**config.mk**
```make
export PLATFORM = sky130hd
export DESIGN_NAME = imem_loader
export DESIGN_NICKNAME = d
export VERILOG_FILES = /design/src/rtl/imem_loader.sv
export SDC_FILE = /design/constraint.sdc
export NUM_CORES = 1
export LEC_CHECK = 0
export BUFFER_PORTS_ARGS = -buffer_cell sky130_fd_sc_hd__buf_2
export CORE_MARGIN = 4
export CORE_UTILIZATION = 45
export DETAILED_ROUTE_END_ITERATION = 8
export PLACE_DENSITY_LB_ADDON = 0.3
export SYNTH_ARGS = -nofsm -noshare
export SYNTH_HDL_FRONTEND = slang
export SYNTH_SLANG_ARGS = --single-unit
export TNS_END_PERCENT = 30
```
**constraint.sdc**
```tcl
create_clock -name clk -period 8.2 [get_ports clk]
set_input_delay 1.23 -clock clk [delete_from_list [all_inputs] [get_ports clk]]
set_output_delay 1.23 -clock clk [all_outputs]
set_load 0.03 [all_outputs]
```
**src/rtl/imem_loader.sv**
```systemverilog
// imem_loader: byte-stream program loader for the instruction memory.
// Accepts a framed stream (LEN_LO, LEN_HI, 4*N data bytes LSB-first, CHK),
// writes the assembled words to consecutive word addresses and holds the
// core stalled until the image and its XOR checksum have been accepted.
//
// Ports:
//   clk, rst             rising-edge clock, async active-high reset
//   in_valid/in_data     byte stream, transfers when in_valid & in_ready
//   in_ready             decoded from state; high in every loading state
//   rom_we/addr/wdata    registered one-cycle write to instruction memory
//   cpu_run              image loaded and checksum matched
//   error                sticky failure (bad length or checksum)
//   busy                 load still in progress
module imem_loader #(
  parameter int ADDR_W = 10
) (
  input  logic              clk,
  input  logic              rst,
  input  logic              in_valid,
  input  logic [7:0]        in_data,
  output logic              in_ready,
  output logic              rom_we,
  output logic [ADDR_W-1:0] rom_addr,
  output logic [31:0]       rom_wdata,
  output logic              cpu_run,
  output logic              error,
  output logic              busy
);

  typedef enum logic [2:0] {S_LEN0, S_LEN1, S_DATA, S_CHK, S_DONE, S_ERR} state_t;

  localparam logic [31:0] MAX_N = 32'(1) << ADDR_W;

  state_t          state, nxt;
  logic [15:0]     len;
  logic [1:0]      bcnt;
  logic [7:0]      xsum;
  // One extra bit so a full 2^ADDR_W image counts to completion without wrap.
  logic [ADDR_W:0] widx, widx_inc;
  logic            acc, last_word;
  logic [31:0]     n_new;
  logic [23:0]     low_bytes;

  assign in_ready  = (state == S_LEN0) || (state == S_LEN1) ||
                     (state == S_DATA) || (state == S_CHK);
  assign acc       = in_valid & in_ready;
  assign n_new     = 32'({in_data, len[7:0]});
  assign widx_inc  = widx + 1'b1;
  assign last_word = (32'(widx_inc) == 32'(len));

  // Byte lanes 0..2 hold the first three bytes of a word; lane 3 is taken
  // straight from in_data when the word completes.
  for (genvar g = 0; g < 3; g++) begin : g_lane
    logic [7:0] q;
    always_ff @(posedge clk or posedge rst) begin
      if (rst)                                        q <= '0;
      else if (acc && state == S_DATA && bcnt == 2'(g)) q <= in_data;
    end
  end
  assign low_bytes = {g_lane[2].q, g_lane[1].q, g_lane[0].q};

  always_ff @(posedge clk or posedge rst) begin
    if (rst) state <= S_LEN0;
    else     state <= nxt;
  end

  always_comb begin
    nxt = state;
    case (state)
      S_LEN0: if (acc) nxt = S_LEN1;
      S_LEN1: if (acc) begin
        if (n_new > MAX_N)      nxt = S_ERR;
        else if (n_new == '0)   nxt = S_CHK;
        else                    nxt = S_DATA;
      end
      S_DATA: if (acc && bcnt == 2'd3 && last_word) nxt = S_CHK;
      S_CHK:  if (acc) nxt = (in_data == xsum) ? S_DONE : S_ERR;
      default: nxt = state;
    endcase
  end

  always_ff @(posedge clk or posedge rst) begin
    if (rst) begin
      len       <= '0;
      bcnt      <= '0;
      xsum      <= '0;
      widx      <= '0;
      rom_we    <= 1'b0;
      rom_addr  <= '0;
      rom_wdata <= '0;
      cpu_run   <= 1'b0;
      error     <= 1'b0;
      busy      <= 1'b1;
    end else begin
      rom_we  <= 1'b0;
      // Status follows the next state so it changes on the CHK edge itself.
      cpu_run <= (nxt == S_DONE);
      error   <= (nxt == S_ERR);
      busy    <= (nxt != S_DONE) && (nxt != S_ERR);
      if (acc) begin
        case (state)
          S_LEN0: len[7:0]  <= in_data;
          S_LEN1: len[15:8] <= in_data;
          S_DATA: begin
            xsum <= xsum ^ in_data;
            bcnt <= bcnt + 2'd1;
            if (bcnt == 2'd3) begin
              rom_we    <= 1'b1;
              rom_addr  <= widx[ADDR_W-1:0];
              rom_wdata <= {in_data, low_bytes};
              widx      <= widx_inc;
            end
          end
          default: ;
        endcase
      end
    end
  end

endmodule

```
Word-level counts from Yosys, hierarchy flattened --
Cells that the tools add are included.
Word-level totals: register bits after elaboration 110, input port bits 11, output and inout port bits 47, logic and storage cells 60
Cells by class: $add $sub $neg 2, magnitude comparators 1, equality and inequality tests 12, muxes and demuxes 11, bitwise operators 2, reductions and logical operators 17
Operators by type and width (count):
- $logic_not 32->1 | 1
- $eq 11x16->1 | 1
- $gt 16x11->1 const B | 1
- $mux 3 | 5
- $pmux 3 s4 | 1
- $add 11x1->11 const B | 1
- $eq 8x8->1 | 1
- $xor 8x8->8 | 1
- $logic_and 1x1->1 | 7
- $eq 3x2->1 const B | 2
- $eq 3x3->1 const B | 2
- $ne 3x3->1 const B | 2
- $reduce_and 2->1 | 3
- $mux 1 | 5
- $eq 2x2->1 const B | 2
- $eq 3x1->1 const B | 1
- $logic_not 3->1 | 1
- $logic_or 1x1->1 | 3
- $reduce_and 3->1 | 1
- $add 2x1->2 const B | 1
- $eq 2x1->1 const B | 1
- $logic_not 2->1 | 1
- $and 1x1->1 | 1

Logic depth before layout (Yosys ltp) --
Gate-level depths: netlist (run 1).
depth after elaboration 11, mapped depth 8, depth with buffers taken out 6

Worst setup path after synthesis (run 1) --
No wires, ideal clock.
path kind input to register, from in in_data[0], to reg state[0], library setup time 142 ps, arrival time 2410 ps, required time 8058 ps, setup slack 5648 ps, stages on the path 6, buffers on the path 1, cells stage by stage buf_2 nor4_1 nand3_1 mux2i_1 o32ai_1 o31ai_1
On the way: cells in the longest elaborated chain, start to end 5, elaborated cells on any way between the ends 9, those cells by class 1 x order compare; 1 x eq/ne; 6 x mux; 1 x reduce/logical
Ends and longest elaborated chain:
- from (decl) | line 20 | input logic [7:0] in_data,
- parallel branches: the longest is 4 deep, another holds $gt 16x11->1
- $pmux 3 s4 (*) | line 69 | case (state)
- via nxt[0] | line 34 | state_t state, nxt;
- to (signal assigned) | line 64 | else state <= nxt;
- to (decl) | line 34
Mark *: on every way through the listed nets, which the timed path passes. A chain may end at the register's enable or synchronous reset.

Final worst setup path (run 1) --
from in in_valid, to reg rom_addr[8]
On the way: cells in the longest elaborated chain, start to end 2
Ends and longest elaborated chain:
- from (decl) | line 19 | input logic in_valid,
- $and 1x1->1 | line 46 | assign acc = in_valid & in_ready;
- $reduce_and 3->1 (no source line)
- to (signal assigned) | line 109 | rom_addr <= widx[ADDR_W-1:0];
- to (decl) | line 23 | output logic [ADDR_W-1:0] rom_addr,
No other way between the ends.

==> results of run 1 <==
[worst max-delay path, stage by stage]
cell,delay [ns]
buf_2,0.12
and4bb_1,0.56
nand2_4,0.38
inv_2,0.52
mux2_2,0.39
[synth_stat cells, drive strengths merged (4+ instances only)]
master	number	area [sq um]
nand2	24	97.6
nor2	11	43.8
mux2	82	923
nor3	5	25.0
nand3	6	30.0
buf	12	65.1
o21ai	7	35.0
xnor2	24	210
nand2b	4	25.0
dfrtp	109	2730
xor2	15	131
ha	5	62.6
inv	10	37.5
clkbuf	7	26.3
nand4	4	25.0
nor4	7	43.8
[state kept, by name (all words and copies together), names as in the netlist, 2 cells and up]
register,cells
bcnt,2
g_lane.q,24
len,16
rom_addr,10
rom_wdata,32
state,3
widx,11
xsum,8
[per-layer routing]
| metal | part of all wire (%) | track usage, % |
|---|---|---|
| met5 | 0 | 0 |
| met4 | 1.5 | 5.75 |
| met3 | 3.6 | 3.95 |
| met2 | 47 | 23.6 |
| met1 | 48 | 21.1 |
[power by group]
group          internal [mW]  switching (mW)
sequential             0.544         0.00247
combinational        0.00786          0.0222
clock                  0.142           0.180
total                  0.694           0.205
[worst min-delay path by stage]
stage	to	slack [ns]
6_report	rom_addr[4]$_DFFE_PP0P_	0.49
5_1_grt	widx[10]$_DFFE_PP0P_	0.51
4_1_cts	rom_addr[4]$_DFFE_PP0P_	0.49
3_5_place_dp	rom_addr[4]$_DFFE_PP0P_	0.47
3_3_place_gp	widx[10]$_DFFE_PP0P_	0.48
2_1_floorplan	widx[10]$_DFFE_PP0P_	0.46
[cell type report]
type | instances | area share (%)
sequential | 110 | 52.0
multi-input combinational | 218 | 34.8
timing repair buffer | 58 | 5.53
tap | 136 | 3.21
clock buffer | 9 | 2.34
clock inverter | 7 | 1.37
inverter | 10 | 0.756
[cell usage in the layout, fill, tap and decap left out, types with 2 or more instances in the layout]
cell type	Yosys	routed
nor3_1	5	5
and2_1	2	2
nor2_1	10	10
ha_1	5	5
a21oi_1	2	2
o32ai_1	2	2
a31oi_1	2	2
dfrtp_1	109	109
clkbuf_8	0	9
xor2_1	15	15
o22ai_1	2	2
nand2_1	23	23
o31ai_1	2	2
o21ai_0	7	7
buf_2	10	57
mux2i_1	2	2
clkinvlp_4	0	2
inv_1	9	8
nand4_1	4	4
nand2b_1	4	4
nor4_1	7	7
xnor2_1	24	24
nand3_1	6	6
clkinv_2	0	2
mux2_2	82	82
[cells by family (layout without fill, tap and decap cells)]
| family | count (synthesis) | after routing | synth area share (%) |
|---|---|---|---|
| muxes | 84 | 84 | 20.0 |
| and+or+nand+nor | 70 | 70 | 7.73 |
| xor gates and xnor gates | 39 | 39 | 7.23 |
| DFF | 110 | 110 | 58.3 |
| buffers and inverters | 29 | 84 | 2.73 |
| AOI/OAI and AO/OA | 20 | 20 | 2.73 |
| adders and majority gates | 5 | 5 | 1.32 |
[per-stage QoR]
step / worst slack, ns / utilization (%) / cell area, sq um
floorplan: 4.07 / - / 4720
global placement: 4.89 / 49.6 / 5100
detailed placement: 4.82 / 49.6 / 5100
CTS: 5.22 / 51.5 / 5300
global route: 5.05 / 51.5 / 5300
finish: 5.24 / 51.5 / 5300
==> impl_metrics.yaml, run 1 <==
run_status:
  status: "finished, final reports clean"
min_path:
  hold_start: "rom_addr[4]$_DFFE_PP0P_"
  hold_depth: 2
  hp-class: "reg2reg"
place:
  io_buffers: 57
  place.detailed.hpwl_um: 5990
  gp_congestion: 0.838
  dp_cells: 532
cts:
  cts_tree: "done"
  htreeDepth: 3
  cts_hold_buf: 0
  max-clock-path-buffers: 2
  clkSinkCount: 110
  cts_buffers: 9
  postCtsSetupRepairBufs: 0
  cts_root_buffer: "clkbuf_8"
  clk_pin_slew_ns: 0.11
  clk_latency_ns: 0.37
  cts_resized: 0
global_route:
  grt_pass1_wl_um: 15100
  antenna_found_initial: 0
  grt_overflow_total: 0
  gr-usage-all-layers_pct: 15.4
  grt_pass1_vias: 2885
  grt_start_max_net_pins: 85
timing:
  finalSetupTns_ns: 0
  worst_pin_slew_ns: 1.03
  period_share_pct: 36.1
  min_period_ns: 2.96
  timing.fmax_mhz: 338
  slew_viol_final: 0
  final-setup-viol-count: 0
  worst_slew_margin_rel_pct: 31.3
  finalHoldViolations: 0
  fin_skew_ns: 0.0117
  grt_setup_unrepaired: "no"
  timing.hold.ws_ns: 0.488
finish:
  nets: 423
  final_cells: 548
  diodes: 0
  multi_input_area_sq_um: 1840
  seqCellArea_sq_um: 2750
  drive_above_1_share_pct: 39.6
  area_growth_pct: 12.1
  nFillCells: 938
yosys:
  synthesis.nets: 373
  syn_area_per_cell_sq_um: 13.2
  yosysWarningCount: 0
  synth-seq-area-share_pct: 58.3
  syn_area_sq_um: 4720
  synth-edff-count: 0
  synth_ff_type: "dfrtp_1"
  yosysUniqueCellTypes: 38
  async_reset_ff_share_pct: 100
  synth_seq_cells: 110
  syn_inst: 357
setup_path:
  reg2regPathDepth: 4
  r2r-end: "rom_addr[8]$_DFFE_PP0P_"
  worstPathRequired_ns: 8.45
  timing.rr.start: "state[0]$_DFF_PP0_"
  cp.arrival_ns: 3.21
  crit_path_start_kind: "input port"
  endpoint: "rom_addr[8]$_DFFE_PP0P_"
  critPathLaunch: "in_valid"
  r2r_slack_ns: 5.65
  criticalPathCategory: "in2reg"
  worstPathMaxFanout: 34
  end_kind: "register"
detailed_routing:
  dr_total_vias: 2843
  wl_um: 8920
  drc: 0
  drt-initial-drc-count: 66
  dr.pass1.iters: 4
  wl_per_cell_um: 16.3
  via_per_inst: 5.19
  antenna_left: 0
floorplan:
  fp-row-count: 37
  core_area_sq_um: 10300
  start_util_pct: 46.0
  die_x_um: 110
  die_h_um: 110
  dieArea_sq_um: 12200
  io_pins: 58
flow_run:
  drv_cap: 0
power:
  power.leakage_nw: 2.74
  p_per_area_nw_per_um2: 170
  power_uw: 898
  vdd_ir_drop_max_mv: 0.0902
No activity file was read; power rests on OpenSTA's default activity.
==> inputs of run 2 (changes only) <==
==> constraint.sdc (replaced) <==
create_clock -name clk -period 2.9 [get_ports clk]
set_input_delay 0.435 -clock clk [delete_from_list [all_inputs] [get_ports clk]]
set_output_delay 0.435 -clock clk [all_outputs]
set_load 0.03 [all_outputs]
==> run 2 against run 1 <==
Die area stayed put. Sequential share of layout area down 0.76 points. Worst hold slack got worse by 0.41 ns. Routed wire length up 4.6%. Register-to-register slack worse by 4.7 ns. Global-route usage grew 1.0 points. Critical path depth is 1 higher. Setup slack got worse by 4.3 ns. Sequential power increased to 2.8 times the previous value. Clock skew fell by 0.00063 ns. Flip-flop and latch count is the same. Critical path type is now reg2reg.
==> impl_metrics.yaml, run 2 (same netlist as run 1, synthesis figures left out) <==
run_status:
  status: "finished, final reports clean"
floorplan:
  core_area_sq_um: 10300
  start_util_pct: 46.0
  dieArea_sq_um: 12200
  io_pins: 58
  die_x_um: 110
  fp-row-count: 37
  die_h_um: 110
setup_path:
  worstPathRequired_ns: 3.18
  end_kind: "register"
  worstPathMaxFanout: 6
  cp.arrival_ns: 2.22
  criticalPathCategory: "reg2reg"
  crit_path_start_kind: "register"
detailed_routing:
  drt-initial-drc-count: 120
  via_per_inst: 5.13
  antenna_left: 0
  drc: 0
  dr_total_vias: 2841
  wl_per_cell_um: 16.8
  wl_um: 9330
  dr.pass1.iters: 4
cts:
  cts_resized: 0
  htreeDepth: 3
  clkSinkCount: 110
  clk_latency_ns: 0.37
  max-clock-path-buffers: 2
  postCtsSetupRepairBufs: 0
  cts_root_buffer: "clkbuf_8"
  cts_hold_buf: 0
  clk_pin_slew_ns: 0.11
  cts_tree: "done"
  cts_buffers: 9
timing:
  worst_pin_slew_ns: 0.510
  final-setup-viol-count: 0
  finalHoldViolations: 0
  worst_slew_margin_rel_pct: 65.9
  period_share_pct: 66.7
  slew_viol_final: 0
  finalSetupTns_ns: 0
  grt_setup_unrepaired: "no"
  min_period_ns: 1.93
  fin_skew_ns: 0.0111
  timing.fmax_mhz: 517
power:
  power.leakage_nw: 2.78
  p_per_area_nw_per_um2: 495
  vdd_ir_drop_max_mv: 0.349
  power_mw: 2.66
finish:
  area_growth_pct: 13.7
  final_common_cell: "dfrtp_1"
  nets: 429
  diodes: 0
  largest_reg_flops: 32
  drive_above_1_share_pct: 40.4
  reg_top3: "rom_wdata (32), g_lane.q (24), len (16)"
  mostFrequentLayoutCells: "109 x dfrtp_1, 82 x mux2_2, 57 x buf_2"
  regMostFlops: "rom_wdata"
global_route:
  gr-usage-all-layers_pct: 16.4
  antenna_found_initial: 0
  grt_overflow_total: 0
  grt_pass1_wl_um: 15900
  grt_start_max_net_pins: 26
  grt_pass1_vias: 3050
min_path:
  hp-class: "in2async"
place:
  place.detailed.hpwl_um: 6630
  io_buffers: 57
  gp_congestion: 0.818
flow_run:
  drv_cap: 0
[run 2: path summary, 6_finish.rpt]
path                                          from                 endpoint  slack, ns  cells past startpoint
max reg2reg                    widx[0]$_DFFE_PP0P_       state[0]$_DFF_PP0_       0.97                      6
min                                            rst      len[14]$_DFFE_PP0P_       0.08                      2
max                            widx[0]$_DFFE_PP0P_       state[0]$_DFF_PP0_       0.97                      6
min reg2reg                rom_addr[7]$_DFFE_PP0P_  rom_addr[7]$_DFFE_PP0P_       0.49                      2
min in group clk                          in_valid       state[2]$_DFF_PP0_       0.36                      3
max in group asynchronous                      rst           busy$_DFF_PP1_       2.15                      3
[run 2: through the flow]
step | utilization [%] | worst slack [ns] | instance area (sq um) | hold WS (ns) | instances
after detailed placement | 50.1 | 0.899 | 5140 | 0.472 | 538
after CTS | 52.3 | 0.944 | 5370 | 0.0796 | 554
after global routing | 52.3 | 0.742 | 5370 | 0.0982 | 554
final | 52.3 | 0.966 | 5370 | 0.0752 | 554
after global placement | 50.1 | 0.970 | 5140 | 0.465 | 538
after floorplan | - | 1.14 | 4730 | 0.461 | 357
[run 2: routing by layer]
metal	track usage [%]	up-vias	routed length (um)
met3	4.05	11	335
met1	21.7	1438	4200
met5	0	-	0
met2	26.5	52	4660
li1	-	1340	-
met4	5.25	0	134
[run 2: where the power goes]
part	leakage (nW)	internal, mW	switching [mW]	total [mW]
Sequential	1.48	1.54	0.00688	1.55
Clock	0.112	0.498	0.527	1.03
Combinational	1.19	0.0249	0.0634	0.0883
Total	2.78	2.06	0.598	2.66
[run 2: layout make-up]
| type | count | area [sq um] |
|---|---|---|
| Clock buffer | 9 | 124 |
| Timing Repair Buffer | 64 | 338 |
| Tap cell | 136 | 170 |
| Sequential cell | 110 | 2750 |
| Fill cell | 911 | 4900 |
| Multi-Input combinational cell | 218 | 1840 |
| Inverter | 10 | 41.3 |
| Clock inverter | 7 | 105 |
[run 2: critical path: stages, from the launching register on]
cell and delay (ns):
dfrtp_1 0.48, ha_1 0.28, nand4_1 0.27, nor3_1 0.30
xnor2_1 0.18, nand4_1 0.13, o31ai_1 0.22
